--- src/rtl/obi_pkg.sv ---
// rtl/obi_pkg.sv - OBI request/response types and constant address-phase attributes
package obi_pkg;

  typedef struct packed {
    logic [31:0] addr;
    logic        we;
    logic [3:0]  be;
    logic [31:0] wdata;
  } obi_req_t;

  typedef struct packed {
    logic [31:0] rdata;
    logic        err;
    logic        we;
  } obi_rsp_t;

  localparam int RSP_W = $bits(obi_rsp_t);

  localparam logic [1:0] OBI_MEMTYPE_DEFAULT = 2'b00;
  localparam logic [2:0] OBI_PROT_DEFAULT    = 3'b111;
  localparam logic [5:0] OBI_ATOP_NONE       = 6'b000000;

endpackage

--- src/rtl/obi_rsp_fifo.sv ---
// rtl/obi_rsp_fifo.sv - response FIFO with a registered head word
module obi_rsp_fifo
  import obi_pkg::*;
#(
  parameter int DEPTH = 2
) (
  input  logic             clk_i,
  input  logic             rst_i,
  input  logic             push_i,
  input  logic [RSP_W-1:0] din_i,
  input  logic             pop_i,
  output logic [RSP_W-1:0] dout_o,
  output logic             empty_o,
  output logic             full_o
);

  localparam int PW = (DEPTH > 1) ? $clog2(DEPTH) : 1;
  localparam int CW = $clog2(DEPTH + 1);

  logic [RSP_W-1:0] mem_q [DEPTH];
  logic [PW-1:0]    wr_ptr_q, rd_ptr_q, rd_ptr_d;
  logic [CW-1:0]    cnt_q, cnt_d;
  logic [RSP_W-1:0] dout_q, dout_d;

  function automatic logic [PW-1:0] ptr_inc(input logic [PW-1:0] p);
    return (p == PW'(DEPTH - 1)) ? '0 : p + PW'(1);
  endfunction

  assign empty_o = (cnt_q == '0);
  assign full_o  = (cnt_q == CW'(DEPTH));
  assign dout_o  = dout_q;

  // The head is precomputed so the output is a flop; a push into an
  // emptying FIFO becomes the head directly.
  always_comb begin
    cnt_d = cnt_q;
    if (push_i && !pop_i)      cnt_d = cnt_q + CW'(1);
    else if (!push_i && pop_i) cnt_d = cnt_q - CW'(1);
    rd_ptr_d = pop_i ? ptr_inc(rd_ptr_q) : rd_ptr_q;
    if (cnt_d == '0)                            dout_d = '0;
    else if (push_i && (cnt_q == CW'(pop_i)))   dout_d = din_i;
    else                                        dout_d = mem_q[rd_ptr_d];
  end

  always_ff @(posedge clk_i) begin
    if (rst_i) begin
      wr_ptr_q <= '0;
      rd_ptr_q <= '0;
      cnt_q    <= '0;
      dout_q   <= '0;
    end else begin
      if (push_i) begin
        mem_q[wr_ptr_q] <= din_i;
        wr_ptr_q        <= ptr_inc(wr_ptr_q);
      end
      rd_ptr_q <= rd_ptr_d;
      cnt_q    <= cnt_d;
      dout_q   <= dout_d;
    end
  end

endmodule

--- src/rtl/obi_data_initiator.sv ---
// rtl/obi_data_initiator.sv - command-driven OBI data-bus initiator
module obi_data_initiator
  import obi_pkg::*;
#(
  parameter int MAX_OUTSTANDING = 2
) (
  input  logic        clk_i,
  input  logic        rst_i,
  input  logic        cmd_valid_i,
  output logic        cmd_ready_o,
  input  logic [31:0] cmd_addr_i,
  input  logic        cmd_we_i,
  input  logic [3:0]  cmd_be_i,
  input  logic [31:0] cmd_wdata_i,
  output logic        rsp_valid_o,
  input  logic        rsp_ready_i,
  output logic [31:0] rsp_rdata_o,
  output logic        rsp_err_o,
  output logic        rsp_we_o,
  output logic        data_req_o,
  input  logic        data_gnt_i,
  output logic [31:0] data_addr_o,
  output logic        data_we_o,
  output logic [3:0]  data_be_o,
  output logic [31:0] data_wdata_o,
  output logic [1:0]  data_memtype_o,
  output logic [2:0]  data_prot_o,
  output logic        data_dbg_o,
  output logic [5:0]  data_atop_o,
  input  logic        data_rvalid_i,
  input  logic [31:0] data_rdata_i,
  input  logic        data_err_i,
  input  logic        data_exokay_i,
  output logic        busy_o,
  output logic        proto_err_o
);

  localparam int CW = $clog2(MAX_OUTSTANDING + 1);

  logic [CW-1:0]              occ_q, occ_d, inflight_q, inflight_d, we_slot;
  logic                       req_q, req_d, proto_err_q, proto_err_d;
  obi_req_t                   areq_q, areq_d;
  logic [MAX_OUTSTANDING-1:0] weq_q, weq_d;
  logic                       cmd_accept, grant, beat_ok, rsp_pop;
  logic                       fifo_empty, fifo_full;
  obi_rsp_t                   fifo_din, fifo_dout;
  logic                       unused_sig;

  // A pop in the same cycle does not free a slot for the command port.
  assign cmd_ready_o = (occ_q < CW'(MAX_OUTSTANDING)) && (!req_q || data_gnt_i);
  assign cmd_accept  = cmd_valid_i && cmd_ready_o;
  assign grant       = req_q && data_gnt_i;
  assign beat_ok     = data_rvalid_i && (inflight_q != '0);
  assign rsp_valid_o = !fifo_empty;
  assign rsp_pop     = rsp_valid_o && rsp_ready_i;

  always_comb begin
    occ_d = occ_q;
    if (cmd_accept && !rsp_pop)      occ_d = occ_q + CW'(1);
    else if (!cmd_accept && rsp_pop) occ_d = occ_q - CW'(1);

    req_d  = req_q;
    areq_d = areq_q;
    if (cmd_accept) begin
      req_d        = 1'b1;
      areq_d.addr  = cmd_addr_i;
      areq_d.we    = cmd_we_i;
      areq_d.be    = cmd_be_i;
      areq_d.wdata = cmd_wdata_i;
    end else if (grant) begin
      req_d = 1'b0;
    end

    inflight_d = inflight_q;
    if (grant && !beat_ok)      inflight_d = inflight_q + CW'(1);
    else if (!grant && beat_ok) inflight_d = inflight_q - CW'(1);

    // Type tags leave from bit 0 as responses return; a grant appends behind them.
    weq_d   = beat_ok ? (weq_q >> 1) : weq_q;
    we_slot = beat_ok ? (inflight_q - CW'(1)) : inflight_q;
    if (grant) begin
      for (int i = 0; i < MAX_OUTSTANDING; i++) begin
        if (we_slot == CW'(i)) weq_d[i] = areq_q.we;
      end
    end

    proto_err_d = proto_err_q || (data_rvalid_i && (inflight_q == '0));

    fifo_din.rdata = weq_q[0] ? 32'h0 : data_rdata_i;
    fifo_din.err   = data_err_i;
    fifo_din.we    = weq_q[0];
  end

  always_ff @(posedge clk_i) begin
    if (rst_i) begin
      occ_q       <= '0;
      inflight_q  <= '0;
      req_q       <= 1'b0;
      areq_q      <= '0;
      weq_q       <= '0;
      proto_err_q <= 1'b0;
    end else begin
      occ_q       <= occ_d;
      inflight_q  <= inflight_d;
      req_q       <= req_d;
      areq_q      <= areq_d;
      weq_q       <= weq_d;
      proto_err_q <= proto_err_d;
    end
  end

  obi_rsp_fifo #(
    .DEPTH (MAX_OUTSTANDING)
  ) u_rsp_fifo (
    .clk_i   (clk_i),
    .rst_i   (rst_i),
    .push_i  (beat_ok),
    .din_i   (fifo_din),
    .pop_i   (rsp_pop),
    .dout_o  (fifo_dout),
    .empty_o (fifo_empty),
    .full_o  (fifo_full)
  );

  assign rsp_rdata_o    = fifo_dout.rdata;
  assign rsp_err_o      = fifo_dout.err;
  assign rsp_we_o       = fifo_dout.we;
  assign data_req_o     = req_q;
  assign data_addr_o    = areq_q.addr;
  assign data_we_o      = areq_q.we;
  assign data_be_o      = areq_q.be;
  assign data_wdata_o   = areq_q.wdata;
  assign data_memtype_o = OBI_MEMTYPE_DEFAULT;
  assign data_prot_o    = OBI_PROT_DEFAULT;
  assign data_dbg_o     = 1'b0;
  assign data_atop_o    = OBI_ATOP_NONE;
  assign busy_o         = (occ_q != '0);
  assign proto_err_o    = proto_err_q;
  assign unused_sig     = ^{data_exokay_i, fifo_full};

endmodule

--- config.mk ---
export PLATFORM = sky130hd
export DESIGN_NAME = obi_data_initiator
export DESIGN_NICKNAME = d
export VERILOG_FILES = /design/src/rtl/obi_pkg.sv /design/src/rtl/obi_rsp_fifo.sv /design/src/rtl/obi_data_initiator.sv
export SDC_FILE = /design/constraint.sdc
export NUM_CORES = 1
export LEC_CHECK = 0
export ABC_AREA = 1
export BUFFER_PORTS_ARGS = -buffer_cell sky130_fd_sc_hd__buf_4
export CORE_MARGIN = 10
export CORE_UTILIZATION = 55
export DETAILED_ROUTE_END_ITERATION = 8
export GPL_TIMING_DRIVEN = 0
export PLACE_DENSITY = 0.92
export SLEW_MARGIN = 20
export SYNTH_ARGS = -nofsm -noshare
export SYNTH_HDL_FRONTEND = slang
export SYNTH_SLANG_ARGS = --single-unit
--- constraint.sdc ---
create_clock -name clk_i -period 9.22 [get_ports clk_i]
set_input_delay 0.922 -clock clk_i [delete_from_list [all_inputs] [get_ports clk_i]]
set_output_delay 0.922 -clock clk_i [all_outputs]
set_load 0.01 [all_outputs]
==> results.sh <==
export IMPL_critPathLaunchType="register"
export IMPL_critical_path_class="register to output port"
export IMPL_synthTopCellsByArea="dfxtp_1 31%, edfxtp_1 28%, nand2_1 17%"
export IMPL_drv_slew=0
export IMPL_synth_edff_count=68
export IMPL_ys_types=24
export IMPL_synthArstFlopShare=0
export IMPL_clkTransAtPathRegs_ns=0.06
export IMPL_use_met1=0.230
export IMPL_num_vias=6691
export IMPL_relSlewSlack=0.507
export IMPL_die_w_um=136
export IMPL_routed_wl_um=21200
export IMPL_worst_pin_slew_ns=0.736
export IMPL_vias_per_cell=5.07
export IMPL_syn_inst=884
export IMPL_setup_slack_ns=6.47
export IMPL_rsz0062_at_grt="no"
export IMPL_hp_class="register to register"
export IMPL_skew_ns=0.00969
export IMPL_synth_seq_area_share=0.586
export IMPL_grt_overflow=0
export IMPL_irDropWorstVdd_uv=156
export IMPL_gr_usage_all_layers=0.227
export IMPL_hold_violations=0
export IMPL_netlist_area_leader_share=0.311
export IMPL_met3_usage=0.106
export IMPL_tns_ns=0
export IMPL_n_antenna_cell=0
export IMPL_htree_num_levels=4
export IMPL_cp_arrival_ns=1.83
export IMPL_crit_chain="inv_2, clkbuf_1, ha_1, inv_1, buf_4"
export IMPL_ctsResizeCount=0
export IMPL_clockRootBuffer="clkbuf_16"
export IMPL_slowest_stage="clkbuf_1"
export IMPL_clock_power_share=0.252
export IMPL_cts_setup_buffers=0
export IMPL_grt_pass1_vias=6672
export IMPL_top_usage_layer="met2"
export IMPL_wire_per_inst_um=16.0
export IMPL_pwr_share_seq=0.360
export IMPL_rows=42
export IMPL_antenna_found_initial=0
export IMPL_utilization=0.749
export IMPL_place_congestion=0.847
export IMPL_switching_power_uw=1040
export IMPL_status="finished, final reports clean"
export IMPL_drt_initial_drc_count=654
export IMPL_insertion_delay_ns=0.43
export IMPL_layout_drive_gt1_share=0.261
export IMPL_grtUsageMet2=0.393
export IMPL_yosysTopAreaCell="dfxtp_1"
export IMPL_die_area_um2=18500
export IMPL_avgSynthCellArea_um2=8.38
export IMPL_drc=0
export IMPL_grt_pass1_wl_um=33300
export IMPL_leakage_uw=0.00491
export IMPL_ys_seq_elements=183
export IMPL_clockBufferDepth=2
export IMPL_end_kind="output port"
export IMPL_reg2reg_slack_ns=6.63
export IMPL_fmaxAchievable_mhz=363
export IMPL_comb_power_share=0.388
export IMPL_dr_pass1_iters=5
export IMPL_hpwlAfterDp_um=16000
export IMPL_fin_nets=1244
export IMPL_synthFlopType="dfxtp_1"
export IMPL_area_delta_synth_final_pct=33.9
export IMPL_r2r_end="u_rsp_fifo.mem_q[0][27]"
export IMPL_maxCapViolCount=0
export IMPL_place_ws_ns=6.31
export IMPL_setup_violations=0
export IMPL_synth_common_cells="326 x nand2_1, 115 x dfxtp_1, 88 x inv_1"
export IMPL_io_buffers=214
export IMPL_postCtsHoldBufs=0
export IMPL_yosysMostFrequentCell="nand2_1"
export IMPL_internal_power_uw=1780
export IMPL_swShare=0.369
export IMPL_core_area_um2=13200
export IMPL_finalCritPeriodShare=0.299
export IMPL_yosys_warnings=0
export IMPL_clock_sinks=183
export IMPL_crit_reg2reg_launch="inflight_q[0]"
export IMPL_grt_max_degree=20
export IMPL_power_density_nw_per_um2=285
export IMPL_cts_made_buffers=17
export IMPL_critPathLaunch="u_rsp_fifo.cnt_q[1]"
export IMPL_syn_area_um2=7410
export IMPL_crit_end="rsp_valid_o"
export IMPL_ff2ff_path_depth=8
export IMPL_boundaryPins=229
export IMPL_period_minus_slack_ns=2.75
export IMPL_drtAntennaViolNets=0
export IMPL_required_ns=8.30
export IMPL_die_h_um=136
export IMPL_initial_core_util=0.559
export IMPL_cts_tree="built"
export IMPL_max_stage_delay_ns=0.43
export IMPL_critPathMaxFanout=10
[layout by cell type (no fill, tap or decap)]
master | netlist | final
nand4_1 | 34 | 34
clkbuf_1 | 24 | 26
conb_1 | 2 | 12
nand2_1 | 326 | 326
nor2_4 | 0 | 1
bufinv_16 | 0 | 2
dfxtp_1 | 115 | 115
o21ai_0 | 6 | 6
buf_6 | 3 | 4
buf_4 | 12 | 228
nand2_2 | 5 | 5
nor3_2 | 0 | 1
clkinv_1 | 0 | 1
nor2_2 | 1 | 1
buf_1 | 1 | 1
clkinv_2 | 0 | 3
ha_1 | 4 | 4
inv_2 | 2 | 2
inv_4 | 0 | 1
xor2_1 | 4 | 4
nor2_1 | 44 | 43
inv_1 | 88 | 88
clkbuf_16 | 0 | 18
edfxtp_1 | 68 | 68
nand3_2 | 2 | 2
buf_16 | 0 | 1
clkinvlp_4 | 0 | 3
nand3_1 | 40 | 40
buf_2 | 24 | 24
clkinv_4 | 0 | 2
xnor2_1 | 1 | 1
a21oi_1 | 76 | 76
nand2_4 | 1 | 1
[how the worst min path moves through the flow]
stage	startpoint	endpoint	depth (start not counted)
6_report	weq_q[0]	u_rsp_fifo.mem_q[0][0]	0
5_1_grt	weq_q[0]	u_rsp_fifo.mem_q[1][0]	0
4_1_cts	weq_q[0]	u_rsp_fifo.mem_q[0][0]	0
3_5_place_dp	weq_q[0]	u_rsp_fifo.mem_q[1][0]	0
3_3_place_gp	weq_q[0]	u_rsp_fifo.mem_q[1][0]	0
2_1_floorplan	weq_q[0]	u_rsp_fifo.mem_q[0][0]	0
[cell type report]
| type | instances | area, µm² |
|---|---|---|
| Multi-Input combinational cell | 557 | 2440 |
| Fill cell | 942 | 3320 |
| Tap cell | 176 | 220 |
| Inverter | 90 | 338 |
| Clock inverter | 12 | 125 |
| Clock buffer | 20 | 458 |
| Timing Repair Buffer | 218 | 1660 |
| Buffer | 64 | 338 |
| Sequential cell | 183 | 4340 |
[metal layers]
metal  part of all wire  vias up
li1                   -     3285
met1               0.35     3039
met2               0.50      319
met3               0.12       48
met4              0.033        0
met5                  0        -
[cells by family after synthesis]
logic type	synth area share
other cells	0.00101
simple gates	0.253
xor+xnor	0.00591
fa+ha+maj	0.00676
buf+inv	0.0912
compound gates	0.0554
flops	0.586
[registers in the layout, indices dropped and copies added, names as in the netlist]
signal,cells
weq_q,2
data_addr_o,32
occ_q,2
data_be_o,4
inflight_q,2
data_wdata_o,32
u_rsp_fifo.dout_o,34
u_rsp_fifo.mem_q,68
data_req_o,1
data_we_o,1
u_rsp_fifo.cnt_q,2
u_rsp_fifo.rd_ptr_q,1
u_rsp_fifo.wr_ptr_q,1
proto_err_o,1
[critical path: cells and delay by family (launching register included)]
| kind | cells | cell delay (ns) |
|---|---|---|
| flops | 1 | 0.31 |
| buf+inv | 4 | 0.83 |
| fa+ha+maj | 1 | 0.26 |
[power by group through the flow]
stage	combinational, µW	sequential [µW]	clock (µW)
global placement	1040	1030	0
global route	1240	1030	752
finish	1100	1020	713
detailed placement	1080	1030	0
CTS	1100	1020	718
floorplan	666	1070	0
[metrics by stage]
step	hold slack, ns	instance area, µm²	std cells	total power (µW)
5_1_grt	0.464	9920	1320	3020
3_3_place_gp	0.431	9270	1284	2070
3_5_place_dp	0.437	9340	1288	2120
6_report	0.456	9920	1320	2830
2_1_floorplan	0.424	7440	894	1730
4_1_cts	0.453	9920	1320	2830
Power figures use the tool's default switching activity.
